<file path="src/rtl/boron_dec_core.sv">
// Iterative BORON 64-bit block decryption core: UNROLL rounds per clock from an
// external round-key store, then a whitening XOR, with valid/ready on both sides.

module boron_dec_round (
  input  logic [63:0] x,
  input  logic [63:0] k,
  output logic [63:0] y
);
  // Inverse S-box packed as nibble table, entry n at bits [4n+3:4n]
  localparam logic [63:0] ISB = 64'hB086_275C_4FD1_E93A;

  function automatic logic [15:0] rotl(input logic [15:0] w, input int unsigned r);
    return (w << r) | (w >> (16 - r));
  endfunction

  function automatic logic [15:0] bswap(input logic [15:0] w);
    return {w[7:0], w[15:8]};
  endfunction

  logic [63:0] a, s;
  logic [15:0] v3, v2, v1, v0;

  always_comb begin
    a  = x ^ k;
    v3 = a[63:48] ^ a[47:32];
    v2 = a[47:32] ^ a[31:16] ^ a[15:0];
    v1 = a[63:48] ^ a[47:32] ^ a[31:16];
    v0 = a[31:16] ^ a[15:0];
    s  = {bswap(rotl(v3, 7)), bswap(rotl(v2, 9)), bswap(rotl(v1, 12)), bswap(rotl(v0, 15))};
    y  = '0;
    for (int n = 0; n < 16; n++) y[4*n +: 4] = ISB[{s[4*n +: 4], 2'b00} +: 4];
  end
endmodule

module boron_dec_core #(
  parameter int ROUNDS = 25,
  parameter int UNROLL = 1,
  parameter int AW     = $clog2(ROUNDS+1)
) (
  input  logic                 clk,
  input  logic                 rst,
  input  logic                 in_valid,
  output logic                 in_ready,
  input  logic [63:0]          din,
  output logic [AW-1:0]        rk_addr,
  input  logic [64*UNROLL-1:0] rk_data,
  output logic                 out_valid,
  input  logic                 out_ready,
  output logic [63:0]          dout
);
  localparam int N  = ROUNDS / UNROLL;
  localparam int CW = $clog2(N) + 1;

  if (ROUNDS % UNROLL != 0) begin : g_bad_unroll
    $error("boron_dec_core: UNROLL must divide ROUNDS");
  end

  typedef enum logic [2:0] {IDLE, RUN, FINAL, DONE} st_t;

  st_t                      st, st_nx;
  logic [63:0]              sreg, sreg_nx;
  logic [CW-1:0]            cnt, cnt_nx;
  logic [UNROLL:0][63:0]    lane;

  // Round chain: lane j consumes rk[rk_addr-j], so keys descend within a cycle
  assign lane[0] = sreg;
  for (genvar j = 0; j < UNROLL; j++) begin : g_rnd
    boron_dec_round u_rnd (
      .x (lane[j]),
      .k (rk_data[64*j +: 64]),
      .y (lane[j+1])
    );
  end

  always_ff @(posedge clk or posedge rst) begin
    if (rst) begin
      st   <= IDLE;
      sreg <= '0;
      cnt  <= '0;
    end else begin
      st   <= st_nx;
      sreg <= sreg_nx;
      cnt  <= cnt_nx;
    end
  end

  always_comb begin
    st_nx     = st;
    sreg_nx   = sreg;
    cnt_nx    = cnt;
    in_ready  = 1'b0;
    out_valid = 1'b0;
    rk_addr   = '0;
    dout      = '0;
    case (st)
      IDLE: begin
        in_ready = 1'b1;
        if (in_valid) begin
          sreg_nx = din;
          cnt_nx  = '0;
          st_nx   = RUN;
        end
      end
      RUN: begin
        rk_addr = AW'(ROUNDS - int'(cnt) * UNROLL);
        sreg_nx = lane[UNROLL];
        cnt_nx  = cnt + CW'(1);
        if (cnt == CW'(N-1)) st_nx = FINAL;
      end
      FINAL: begin
        sreg_nx = sreg ^ rk_data[63:0];
        st_nx   = DONE;
      end
      DONE: begin
        out_valid = 1'b1;
        dout      = sreg;
        // Release only; a new block waits for the next IDLE cycle
        if (out_ready) st_nx = IDLE;
      end
      default: st_nx = IDLE;
    endcase
  end
endmodule
</file>
<file path="config.mk">
export PLATFORM = sky130hd
export DESIGN_NAME = boron_dec_core
export DESIGN_NICKNAME = d
export VERILOG_FILES = /design/src/rtl/boron_dec_core.sv
export SDC_FILE = /design/constraint.sdc
export NUM_CORES = 1
export LEC_CHECK = 0
export ABC_AREA = 1
export CAP_MARGIN = 0
export CORE_MARGIN = 2
export CORE_UTILIZATION = 53
export DETAILED_ROUTE_END_ITERATION = 6
export GPL_TIMING_DRIVEN = 0
export PLACE_DENSITY = 0.93
export SLEW_MARGIN = 0
export SYNTH_ARGS = -nofsm -noshare
export SYNTH_HDL_FRONTEND = slang
export SYNTH_SLANG_ARGS = --single-unit
export TNS_END_PERCENT = 30
</file>
<file path="constraint.sdc">
create_clock -name clk -period 4.9 [get_ports clk]
set_input_delay 0.98 -clock clk [delete_from_list [all_inputs] [get_ports clk]]
set_output_delay 0.98 -clock clk [all_outputs]
set_load 0.01 [all_outputs]
</file>
==> reports/metrics.cfg <==
[place]
numPortBuffers = 202
routabilityCongestion = 0.994
placed_area_sq_mm = 0.0129
place_ws_ps = 1100
hpwl_mm = 32.7
dp.cells = 2541

[flow_run]
drv_cap = 0

[grt]
grt_util_met2_pct = 64.6
grt_use_met1_pct = 50.8
grtUsageMet3_pct = 6.82
grt_pass1_wl_mm = 66.1
grt_usage_pct = 39.7
antenna_found_initial = 0
busiest_layer = met2
grt_max_degree = 38
grt_overflow = 0
grt_pass1_vias = 12558

[cts]
clk_pin_slew_ps = 70
post_cts_buffers = 0
cts_tree = done
clkLatencyLatePin_ps = 360
cts_buffers = 9
clock_path_buffers = 2
cts_resized = 0
cts_sinks = 72
cts_max_level = 3
cts_root_buf = clkbuf_16
cts_hold_buf = 0

[critical_path]
slowest_delay_ps = 900
worst-setup-path-type = reg -> out
crit_family = buffers and inverters
critPathArrivalTime_ps = 3310
cpMostUsedCell = clkbuf_1
critPathBufInv = 4
cp-end-kind = output port
worstPathRequired_ps = 3920
path_max_fanout = 10
cp_cell_sequence = ha_1 > clkbuf_1 > clkbuf_1 > nand2_1 > inv_1 > clkdlybuf4s50_1
slowest_stage = clkbuf_1
crit_path_start_kind = flop
r2r_slack_ps = 1690

[synth]
synthCells = 2073
yosysSeqAreaShare_pct = 17.1
ys_top_cells_by_area = nand2_1, dfrtp_1, inv_1
ys_ff_latch = 72
synth_largest_area_cell = nand2_1
synth_cell_type_count = 36
syn_area_sq_mm = 0.0106
syn-num-nets = 2253
synth_top_cell_area_share_pct = 37.1
ys_warn_count = 0
syn_area_per_cell_sq_um = 5.09

[detailed_routing]
drc = 0
via_per_inst = 5.45
firstDrtPassIters = 7
wl_per_cell_microns = 16.8
final_antenna_net_count = 0
vias = 13925
initialDrtViolationCount = 1530
wl_mm = 43.0

[final_layout]
mostFrequentLayoutCells = nand2_1, inv_1, clkdlybuf4s50_1
antenna_cells = 0
post-route-util_pct = 67.7
finalNonFillerCells = 2557
nets = 2467
final_area_sq_mm = 0.0132
area_growth_pct = 25.1
final_common_cell = nand2_1
layout-drive-gt1-share_pct = 3.36
fillCellCount = 1807

[timing]
fmax_mhz = 233
min_period_ps = 4290
drv_slew = 0
post-route-period-util_pct = 87.5
setup_ws_ps = 612
setup_tns_ps = 0
hold_viol = 0
worst_pin_slew_ps = 1400
max_slew_margin_pct = 6.49
rsz0062_at_grt = no
setup_viol = 0
skew_ps = 12.0

[floorplan]
core_area_sq_mm = 0.0195
num_rows = 51
fp.dieW_microns = 145
dieArea_sq_mm = 0.0211
start_util_pct = 54.1
io_pins = 203
die_y_microns = 145

[pwr]
power_density_mw_per_mm2 = 813
vdd_drop_max_mv = 0.433
p_leak_nw = 7.80

[run_status]
status = completed

[worst_hold_path]
worstHoldPathType = reg -> reg

-- tightest hold or removal path: cells and delay by family, from the launching register on --
| kind | cells | cell delay, ps |
|---|---|---|
| flip-flops | 1 | 400 |
| AND/OR/NAND/NOR | 2 | 130 |
-- sequential cells by signal, indices dropped and copies added (netlist names) --
| register | flops |
|---|---|
| sreg | 64 |
| cnt | 6 |
| st | 2 |
-- worst paths after layout --
check                                     startpoint              endpoint  depth (start not counted)
worst max-delay path               st[0]$_DFFE_PP0P_              dout[39]                          6
worst min-delay path            sreg[17]$_DFFE_PP0P_  sreg[17]$_DFFE_PP0P_                          2
worst max register to register     st[0]$_DFFE_PP0P_  sreg[45]$_DFFE_PP0P_                         10
worst min register to register  sreg[17]$_DFFE_PP0P_  sreg[17]$_DFFE_PP0P_                          2
max in group asynchronous                        rst  sreg[44]$_DFFE_PP0P_                          3
min in group asynchronous                        rst  sreg[52]$_DFFE_PP0P_                          2
-- cell families after synthesis --
group                      synth area share [%]
adders and majority gates                  5.69
AOI/OAI and AO/OA                          7.95
buffers and inverters                      12.6
DFF                                        17.1
xor gates and xnor gates                   2.61
and+or+nand+nor                            54.1
-- area by class of cell --
| type | instances | area [sq um] | area share [%] |
|---|---|---|---|
| clock inverter | 7 | 47.5 | 0.360 |
| sequential | 72 | 1800 | 13.6 |
| timing repair buffer | 203 | 2040 | 15.5 |
| buffer | 50 | 224 | 1.70 |
| inverter | 295 | 1110 | 8.42 |
| clock buffer | 9 | 225 | 1.70 |
| multi-input combinational | 1656 | 7430 | 56.2 |
| tap | 265 | 332 | 2.51 |
-- cell usage after synthesis --
cell,count
nand2_1,1044
inv_1,288
nand3_1,171
nor2_1,162
o21ai_0,89
dfrtp_1,72
ha_1,48
a21oi_1,33
clkbuf_1,33
nand2_2,25
xnor2_1,14
o211ai_1,11
buf_2,10
o21ai_1,10
xor2_1,10
o21bai_1,9
inv_2,6
nand4_1,6
nand2_4,4
buf_1,3
nand3_2,3
buf_4,2
nand3b_1,2
nor3_1,2
nor3b_1,2
o22ai_1,2
xnor2_2,2
xor2_2,2
buf_6,1
dlymetal6s2s_1,1
inv_4,1
nor2_2,1
o21ai_2,1
o31ai_1,1
or2_0,1
or2_2,1
-- stage by stage --
stage | power [mW] | hold WS [ps]
final | 10.7 | 558
after global routing | 11.7 | 574
after global placement | 9.57 | 526
after floorplan | 7.04 | 507
after detailed placement | 9.77 | 536
after CTS | 10.5 | 553
-- metal layers --
metal | up-vias | part of all wire [%]
met5 | - | 0
met4 | 0 | 5.1
met3 | 146 | 11
met2 | 859 | 44
met1 | 6174 | 40
li1 | 6746 | -
-- report_power, final --
| group | switching [mW] | internal [mW] |
|---|---|---|
| sequential | 0.379 | 0.918 |
| combinational | 5.98 | 2.80 |
| clock | 0.328 | 0.344 |
| total | 6.68 | 4.06 |
Power figures use the tool's default switching activity.
